--- config.mk ---
export PLATFORM = sky130hd
export DESIGN_NAME = fastica_iter_scheduler
export DESIGN_NICKNAME = d
export VERILOG_FILES = /design/src/rtl/fastica_iter_scheduler_pkg.sv /design/src/rtl/fastica_iter_scheduler.sv
export SDC_FILE = /design/constraint.sdc
export NUM_CORES = 1
export LEC_CHECK = 0
export ABC_AREA = 1
export BUFFER_PORTS_ARGS = -buffer_cell sky130_fd_sc_hd__buf_4
export CAP_MARGIN = 10
export CORE_UTILIZATION = 40
export DETAILED_ROUTE_END_ITERATION = 10
export GPL_TIMING_DRIVEN = 0
export SLEW_MARGIN = 0
export SYNTH_ARGS = -nofsm -noshare
export SYNTH_HDL_FRONTEND = slang
export SYNTH_SLANG_ARGS = --single-unit
--- constraint.sdc ---
create_clock -name clk_fast -period 2.9 [get_ports clk_fast]
set_input_delay 0.145 -clock clk_fast [delete_from_list [all_inputs] [get_ports clk_fast]]
set_output_delay 0.145 -clock clk_fast [all_outputs]
set_load 0.005 [all_outputs]
--- src/rtl/fastica_iter_scheduler_pkg.sv ---
// ----------------------------------------------------------------------------
// fastica_pkg
//   Shared definitions for the FastICA iteration scheduler:
//   - default component count and iteration cap
//   - scheduler state encoding
//   - state_outputs(): Moore decode of a state into the five control strobes
// ----------------------------------------------------------------------------
package fastica_pkg;

  localparam int N_COMP_DEF   = 4;
  localparam int MAX_ITER_DEF = 16;

  typedef enum logic [2:0] {
    ST_IDLE   = 3'd0,
    ST_RUN    = 3'd1,
    ST_DECOR  = 3'd2,
    ST_NORM   = 3'd3,
    ST_CHECK  = 3'd4,
    ST_STORE  = 3'd5,
    ST_FINISH = 3'd6
  } state_t;

  // Returns {go_fast, en_decor, en_norm, en_wstore, done} for a state.
  function automatic logic [4:0] state_outputs(input state_t s);
    logic [4:0] v;
    v = 5'b00000;
    case (s)
      ST_RUN:    v = 5'b10000;
      ST_DECOR:  v = 5'b01000;
      ST_NORM:   v = 5'b00100;
      ST_STORE:  v = 5'b00010;
      ST_FINISH: v = 5'b00001;
      default:   v = 5'b00000;
    endcase
    return v;
  endfunction

endpackage

--- src/rtl/fastica_iter_scheduler.sv ---
// ----------------------------------------------------------------------------
// fastica_iter_scheduler
//   Sequences the FastICA one-unit datapath over iterations and components:
//   RUN (one-unit pass) -> DECOR (skipped for component 0) -> NORM -> CHECK,
//   repeating until convergence or the iteration cap, then STORE. After the
//   last component, FINISH pulses done.
//
//   Optional feature: define ICA_WDOG_EN to add a RUN-state watchdog. After
//   WDOG_CYCLES cycles in RUN it sets err_wdog and returns to IDLE. Without
//   the macro err_wdog is constant 0 and RUN waits indefinitely.
//
// Ports
//   clk_fast, rst_fast : clock, asynchronous active-high reset
//   start, abort       : host request (accepted in IDLE) / synchronous abort
//   go_fast, fast_busy : one-unit run/hold and its busy flag
//   en_decor/decor_done, en_norm/norm_done : stage enable / completion
//   conv_valid, conv_ok: convergence result, sampled in CHECK
//   en_wstore          : 1-cycle weight commit strobe at comp_idx
//   comp_idx, iter_cnt : current component / iterations completed
//   busy, done         : not IDLE / 1-cycle completion pulse
//   not_conv, err_wdog : sticky flags, cleared on an accepted start
// ----------------------------------------------------------------------------
module fastica_iter_scheduler
  import fastica_pkg::*;
#(
  parameter int N_COMP      = N_COMP_DEF,
  parameter int MAX_ITER    = MAX_ITER_DEF,
  parameter int CW          = 2,
  parameter int IW          = 5,
  parameter int WDOG_CYCLES = 255
) (
  input  logic          clk_fast,
  input  logic          rst_fast,
  input  logic          start,
  input  logic          abort,
  output logic          go_fast,
  input  logic          fast_busy,
  output logic          en_decor,
  input  logic          decor_done,
  output logic          en_norm,
  input  logic          norm_done,
  input  logic          conv_valid,
  input  logic          conv_ok,
  output logic          en_wstore,
  output logic [CW-1:0] comp_idx,
  output logic [IW-1:0] iter_cnt,
  output logic          busy,
  output logic          done,
  output logic          not_conv,
  output logic          err_wdog
);

  state_t        r_state;
  state_t        w_state_nxt;
  logic [CW-1:0] r_comp_idx;
  logic [IW-1:0] r_iter_cnt;
  logic          r_seen_busy;
  logic          r_go_fast, r_en_decor, r_en_norm, r_en_wstore, r_done, r_busy;
  logic          r_not_conv, r_err_wdog;
  logic          w_wdog_trip;
  logic          w_accept;
  logic          w_last_comp;
  logic          w_last_iter;

  assign w_accept    = (r_state == ST_IDLE) && start && !abort;
  assign w_last_comp = (r_comp_idx == CW'(N_COMP - 1));
  assign w_last_iter = (r_iter_cnt == IW'(MAX_ITER - 1));

`ifdef ICA_WDOG_EN
  localparam int WW = $clog2(WDOG_CYCLES + 1);
  logic [WW-1:0] r_wdog_cnt;

  assign w_wdog_trip = (r_state == ST_RUN) && (r_wdog_cnt == WW'(WDOG_CYCLES - 1));

  // RUN cycle counter; held at zero outside RUN so every RUN entry starts fresh
  always_ff @(posedge clk_fast or posedge rst_fast) begin
    if (rst_fast) begin
      r_wdog_cnt <= '0;
    end else if (r_state != ST_RUN) begin
      r_wdog_cnt <= '0;
    end else if (!w_wdog_trip) begin
      r_wdog_cnt <= r_wdog_cnt + WW'(1);
    end
  end
`else
  // No watchdog: never trips (WDOG_CYCLES is kept only for a uniform interface)
  assign w_wdog_trip = (WDOG_CYCLES < 0);
`endif

  // Next-state logic; abort overrides every state
  always_comb begin
    w_state_nxt = r_state;
    if (abort) begin
      w_state_nxt = ST_IDLE;
    end else begin
      case (r_state)
        ST_IDLE: begin
          if (start) w_state_nxt = ST_RUN;
          else       w_state_nxt = ST_IDLE;
        end
        ST_RUN: begin
          if (w_wdog_trip)                    w_state_nxt = ST_IDLE;
          else if (r_seen_busy && !fast_busy) w_state_nxt = (r_comp_idx != '0) ? ST_DECOR : ST_NORM;
          else                                w_state_nxt = ST_RUN;
        end
        ST_DECOR: begin
          if (decor_done) w_state_nxt = ST_NORM;
          else            w_state_nxt = ST_DECOR;
        end
        ST_NORM: begin
          if (norm_done) w_state_nxt = ST_CHECK;
          else           w_state_nxt = ST_NORM;
        end
        ST_CHECK: begin
          if (conv_valid && (conv_ok || w_last_iter)) w_state_nxt = ST_STORE;
          else if (conv_valid)                        w_state_nxt = ST_RUN;
          else                                        w_state_nxt = ST_CHECK;
        end
        ST_STORE: begin
          if (w_last_comp) w_state_nxt = ST_FINISH;
          else             w_state_nxt = ST_RUN;
        end
        ST_FINISH: w_state_nxt = ST_IDLE;
        default:   w_state_nxt = ST_IDLE;
      endcase
    end
  end

  // State, registered Moore strobes, counters and sticky flags
  always_ff @(posedge clk_fast or posedge rst_fast) begin
    if (rst_fast) begin
      r_state     <= ST_IDLE;
      r_go_fast   <= 1'b0;
      r_en_decor  <= 1'b0;
      r_en_norm   <= 1'b0;
      r_en_wstore <= 1'b0;
      r_done      <= 1'b0;
      r_busy      <= 1'b0;
      r_comp_idx  <= '0;
      r_iter_cnt  <= '0;
      r_seen_busy <= 1'b0;
      r_not_conv  <= 1'b0;
      r_err_wdog  <= 1'b0;
    end else begin
      r_state <= w_state_nxt;
      // Strobes are decoded from the next state so they line up with r_state
      {r_go_fast, r_en_decor, r_en_norm, r_en_wstore, r_done} <= state_outputs(w_state_nxt);
      r_busy <= (w_state_nxt != ST_IDLE);
      // seen_busy only lives while staying in RUN; any exit clears it
      r_seen_busy <= (w_state_nxt == ST_RUN) &&
                     (r_seen_busy || ((r_state == ST_RUN) && fast_busy));
      if (w_accept) begin
        r_comp_idx <= '0;
        r_iter_cnt <= '0;
        r_not_conv <= 1'b0;
        r_err_wdog <= 1'b0;
      end else if (!abort) begin
        if (w_wdog_trip) r_err_wdog <= 1'b1;
        if ((r_state == ST_CHECK) && conv_valid && !conv_ok) begin
          if (w_last_iter) r_not_conv <= 1'b1;
          else             r_iter_cnt <= r_iter_cnt + IW'(1);
        end
        if ((r_state == ST_STORE) && !w_last_comp) begin
          r_comp_idx <= r_comp_idx + CW'(1);
          r_iter_cnt <= '0;
        end
      end
    end
  end

  assign go_fast   = r_go_fast;
  assign en_decor  = r_en_decor;
  assign en_norm   = r_en_norm;
  assign en_wstore = r_en_wstore;
  assign done      = r_done;
  assign busy      = r_busy;
  assign comp_idx  = r_comp_idx;
  assign iter_cnt  = r_iter_cnt;
  assign not_conv  = r_not_conv;
  assign err_wdog  = r_err_wdog;

endmodule

# Word-level counts from Yosys, hierarchy flattened
# Cells that the tools add are included.
[word_totals] ff_bits=18 inputBits=9 output_inout_bits=15 elab_cells=75
[op_classes] add_sub_neg=2 eq_ne=14 n_mux=23 n_reduce_logical=25
[op_table] op="2-to-1 mux 5 bit" n=5
[op_table] op="one-hot mux 5 bit (5 select lines)" n=1
[op_table] op="one-hot mux 3 bit (6 select lines)" n=1
[op_table] op="2-to-1 mux 3 bit" n=5
[op_table] op="== test 3 x 2 -> 1 bit (second input constant)" n=4
[op_table] op="== test 3 bit (second input constant)" n=4
[op_table] op="logical AND 1 bit" n=9
[op_table] op="2-to-1 mux 2 bit" n=4
[op_table] op="nonzero test 2 bit" n=4
[op_table] op="2-to-1 mux 1 bit" n=7
[op_table] op="== test 3 x 1 -> 1 bit (second input constant)" n=2
[op_table] op="AND reduction 3 bit" n=2
[op_table] op="nonzero test 3 bit" n=2
[op_table] op="adder 5 x 1 -> 5 bit (second input constant)" n=1
[op_table] op="== test 5 x 4 -> 1 bit (second input constant)" n=1
[op_table] op="logical NOT 1 bit" n=4
[op_table] op="logical NOT 3 bit" n=1
[op_table] op="inequality test 3 x 2 -> 1 bit (second input constant)" n=1
[op_table] op="adder 2 x 1 -> 2 bit (second input constant)" n=1
[op_table] op="== test 2 bit (second input constant)" n=1
[op_table] op="logical OR 1 bit" n=2
[op_table] op="inequality test 2 x 1 -> 1 bit (second input constant)" n=1
[op_table] op="AND reduction 2 bit" n=1

# Depth between registers and ports, before layout
[depth] depth_word=8 depth_mapped=9 depth_no_buf=9

# Worst setup path after synthesis
# Ideal clock, no wire load.
[synth_timing] kind="register -> register" startpoint="register r_iter_cnt[0] (netlist: iter_cnt[0])" endpoint="register r_busy (netlist: busy)" setup_ns=0.127 arrival_ns=1.658 t_required_ns=2.773 path_slack_ns=1.116 path_stages_with_launch=10 period_less_slack_ns=1.784 path_cell_list="dfrtp_1 > ha_1 > and3_1 > ha_1 > nor2_1 > a21oi_1 > nor2_2 > nor2_4 > inv_2 > nand3_1"
[synth_via] elab_chain_len=7
[synth_rtl] item="from (decl)" line="fastica_iter_scheduler.sv:56" rtl="logic [IW-1:0] r_iter_cnt;"
[synth_rtl] item="from (signal assigned)" line="fastica_iter_scheduler.sv:161" rtl="else r_iter_cnt <= r_iter_cnt + IW'(1);"
[synth_rtl] item="== test 5 x 4 -> 1 bit" line="fastica_iter_scheduler.sv:67" rtl="assign w_last_iter = (r_iter_cnt == IW'(MAX_ITER - 1));"
[synth_rtl] item="logical OR 1 bit" line="fastica_iter_scheduler.sv:115" rtl="if (conv_valid && (conv_ok || w_last_iter)) w_state_nxt = ST_STORE;"
[synth_rtl] item="logical AND 1 bit" line="fastica_iter_scheduler.sv:115"
[synth_rtl] item="2-to-1 mux 3 bit" line="fastica_iter_scheduler.sv:115"
[synth_rtl] item="one-hot mux 3 bit (6 select lines)" line="fastica_iter_scheduler.sv:96" rtl="case (r_state)"
[synth_rtl] item="2-to-1 mux 3 bit" line="fastica_iter_scheduler.sv:93" rtl="if (abort) begin"
[synth_rtl] item="net w_state_nxt[2]" line="fastica_iter_scheduler.sv:54" rtl="state_t w_state_nxt;"
[synth_rtl] item="nonzero test 3 bit" line="fastica_iter_scheduler.sv:148" rtl="r_busy <= (w_state_nxt != ST_IDLE);"
[synth_rtl] item="to (signal assigned)" line="fastica_iter_scheduler.sv:148"
[synth_rtl] item="to (decl)" line="fastica_iter_scheduler.sv:58" rtl="logic r_go_fast, r_en_decor, r_en_norm, r_en_wstore, r_done, r_busy;"
# The timed path passes the listed nets, and every way through them passes these cells.
# A chain may end at the register's enable or synchronous reset.

# Worst setup path after layout
[layout_timing] startpoint="register r_iter_cnt[0] (netlist: iter_cnt[0])" endpoint="register r_seen_busy"
[layout_via] elab_chain_len=8
[layout_rtl] item="== test 5 x 4 -> 1 bit" line="fastica_iter_scheduler.sv:67"
[layout_rtl] item="logical OR 1 bit" line="fastica_iter_scheduler.sv:115"
[layout_rtl] item="logical AND 1 bit" line="fastica_iter_scheduler.sv:115"
[layout_rtl] item="2-to-1 mux 3 bit" line="fastica_iter_scheduler.sv:115"
[layout_rtl] item="one-hot mux 3 bit (6 select lines)" line="fastica_iter_scheduler.sv:96"
[layout_rtl] item="2-to-1 mux 3 bit" line="fastica_iter_scheduler.sv:93"
[layout_rtl] item="== test 3 x 1 -> 1 bit" line="fastica_iter_scheduler.sv:150" rtl="r_seen_busy <= (w_state_nxt == ST_RUN) &&"
[layout_rtl] item="logical AND 1 bit" line="fastica_iter_scheduler.sv:150"
[layout_rtl] item="to (signal assigned)" line="fastica_iter_scheduler.sv:150"
[layout_rtl] item="to (decl)" line="fastica_iter_scheduler.sv:57" rtl="logic r_seen_busy;"
# No other way between the ends.

==> flow_metrics.py <==
metrics = {
    "status": {
        "outcome": "finished clean",
    },
    "critical_path": {
        "crit_path_max_fanout": 5,
        "cp-endpoint": "r_seen_busy",
        "critPathKind": "reg -> reg",
        "regToRegStartpoint": "iter_cnt[0]",
        "arrival_ns": 2.19,
        "startpoint": "iter_cnt[0]",
        "r2r_slack_ns": 0.94,
        "reg2reg_to": "r_seen_busy",
        "startpoint_type": "flip-flop",
        "r2r_cells": 8,
        "crit_path_end_kind": "flip-flop",
        "cp.required_ns": 3.13,
    },
    "power_and_ir_drop": {
        "p_sw_mw": 0.158,
        "p_total_mw": 0.566,
        "p_clk_share_pct": 27.2,
        "seqPwrFrac_pct": 51.1,
        "p_comb_share_pct": 21.7,
        "power_density_mw_per_mm2": 462,
        "p_leak_nw": 0.660,
        "switching_share_pct": 28.0,
        "p_int_mw": 0.407,
        "ir_drop_v": 0.000285,
    },
    "clocking": {
        "htreeDepth": 1,
        "root_buffer": "clkbuf_4",
        "cts.clk_slew.worst_paths_ns": 0.10,
        "cts-resized-gates": 0,
        "clk_path_buf_depth": 2,
        "clock_latency_ns": 0.29,
        "cts_tree": "done",
        "numCtsBuffers": 3,
        "numClockSinks": 18,
    },
    "global_route": {
        "overflow": 0,
        "grtUsageTotal_pct": 15.8,
        "antenna_found_initial": 0,
        "grt_pass1_vias": 762,
        "grt_start_max_net_pins": 19,
        "grt_pass1_wl_um": 3060,
    },
    "final_layout": {
        "syn_to_final_growth_pct": 25.2,
        "stdcell_count": 167,
        "n_fill_cell": 227,
        "diodes": 0,
        "final_layout_size_suffix_gt1_share_pct": 34.5,
        "final_core_util_pct": 54.3,
        "layout_common_cells": "23 x buf_4, 18 x dfrtp_1, 15 x inv_1",
        "layout_commonest_cell": "buf_4",
        "design_area_mm2": 0.00122,
        "layout.nets": 153,
    },
    "place": {
        "place_congestion": 0.803,
        "dp.cells": 162,
        "placed_area_mm2": 0.00118,
        "place_ws_ns": 0.932,
        "hpwl_um": 1420,
        "io_buffer_count": 22,
    },
    "yosys": {
        "synth_cell_type_count": 25,
        "syn_inst": 112,
        "syn_area_um2": 977,
        "seq_area_frac_synth_pct": 46.1,
        "async_flop_share_pct": 100,
        "synth-main-ff-cell": "dfrtp_1",
        "ys_ff_latch": 18,
        "yosys_warnings": 0,
        "synth_edf_count": 0,
        "avgSynthCellArea_um2": 8.72,
        "syn-num-nets": 125,
    },
    "detailed_routing": {
        "vias_per_cell": 4.83,
        "drtIter0Drc": 8,
        "vias": 806,
        "wl_um": 1770,
        "ant_nets": 0,
        "first_pass_iters": 3,
        "drc_errors": 0,
        "wl_per_cell_um": 10.6,
    },
    "floorplan": {
        "die_area_mm2": 0.00264,
        "die_x_um": 51.4,
        "fp-row-count": 17,
        "ioPinCount": 24,
        "die_h_um": 51.4,
        "start_util_pct": 43.3,
        "core-area_mm2": 0.00225,
    },
    "min_path": {
        "hp-class": "in -> reg",
    },
    "flow_run": {
        "maxCapViolCount": 0,
    },
    "sta": {
        "max_freq_mhz": 510,
        "setup_viol": 0,
        "final.setup.tns_ns": 0,
        "drv_slew": 0,
        "period_needed_ns": 1.96,
        "hold_slack_ns": 0.0240,
        "worst_slew_pin_slew_ns": 0.693,
        "finalWorstSetupSlack_ns": 0.937,
        "period_share_pct": 67.7,
        "slew-limit-headroom_pct": 53.7,
        "skew_ns": 0.00176,
        "rsz0062_at_grt": "false",
        "final-hold-violation-count": 0,
    },
}
[how the worst min path moves through the flow]
stage / start / endpoint / slack [ns] / cells after the start
2_1_floorplan: rst_fast / busy / 0.08 / 1
3_3_place_gp: rst_fast / done / 0.29 / 2
3_5_place_dp: rst_fast / en_wstore / 0.30 / 2
4_1_cts: abort / r_state[2] / 0.02 / 2
5_1_grt: abort / r_state[2] / 0.005 / 2
6_report: abort / r_state[2] / 0.02 / 2
[what timing repair did]
action                    in CTS  in global routing
buffers inserted               0                  0
hold endpoints to repair      18                  0
hold buffers                   1                  0
[synth_stat cells, types with 2 or more instances]
| library cell | count | share of area (%) |
|---|---|---|
| nor2_1 | 11 | 4.2 |
| o21a_1 | 2 | 1.5 |
| o21ai_1 | 3 | 1.5 |
| nor2_4 | 3 | 3.5 |
| ha_1 | 4 | 5.1 |
| nand2_2 | 4 | 2.6 |
| inv_2 | 4 | 1.5 |
| dfrtp_1 | 18 | 46 |
| inv_1 | 15 | 5.8 |
| nor2_2 | 5 | 3.2 |
| nand4_1 | 4 | 2.6 |
| nand3_1 | 14 | 7.2 |
| nand2_1 | 10 | 3.8 |
| nor3_1 | 2 | 1.0 |
| a21oi_1 | 2 | 1.0 |
| o21ai_0 | 2 | 1.0 |
[layer usage]
| layer | up-vias | GRT usage, % | part of all wire, % |
|---|---|---|---|
| met2 | 14 | 26.8 | 48 |
| li1 | 417 | - | - |
| met4 | 0 | 6.76 | 1.2 |
| met5 | - | 0 | 0 |
| met3 | 4 | 3.87 | 3.4 |
| met1 | 371 | 18.6 | 47 |
[flip-flops by register name, summed over array words and instances (netlist names)]
register     flops
busy             1
comp_idx         2
done             1
en_decor         1
en_norm          1
en_wstore        1
go_fast          1
iter_cnt         5
not_conv         1
r_seen_busy      1
r_state          3
[cell families (layout without fill, tap and decap cells)]
group / count (synthesis) / in the layout / share of synthesized area, %
AND/OR/NAND/NOR: 58 / 58 / 33.7
other: 1 / 1 / 0.384
AO/OA/AOI/OAI: 11 / 11 / 6.66
adder cells (fa/ha/maj): 4 / 4 / 5.12
buffers and inverters: 20 / 47 / 8.07
flip-flops: 18 / 18 / 46.1
[area by class of cell]
| cell class | instances | area [µm²] | share of cell area, % |
|---|---|---|---|
| Sequential cell | 18 | 450 | 36.8 |
| Multi-Input combinational cell | 74 | 448 | 36.6 |
| Timing Repair Buffer | 23 | 175 | 14.3 |
| Inverter | 19 | 71.3 | 5.83 |
| Clock buffer | 4 | 36.3 | 2.97 |
| Tap cell | 28 | 35.0 | 2.86 |
| Buffer | 1 | 7.51 | 0.613 |
[worst max-delay path, cell delays in order (launching register included)]
cell	delay (ns)
dfrtp_1	0.43
ha_1	0.24
and3_1	0.19
ha_1	0.19
nor2_1	0.25
a21oi_1	0.13
nor2_2	0.21
nand4_1	0.16
nor2_1	0.11
[power by group through the flow]
stage	clock network [mW]	registers, mW	logic (mW)
2_1_floorplan	0	0.294	0.0664
3_3_place_gp	0	0.293	0.122
3_5_place_dp	0	0.294	0.122
4_1_cts	0.159	0.290	0.125
5_1_grt	0.171	0.293	0.139
6_report	0.154	0.289	0.123
No activity file was read; power rests on OpenSTA's default activity.
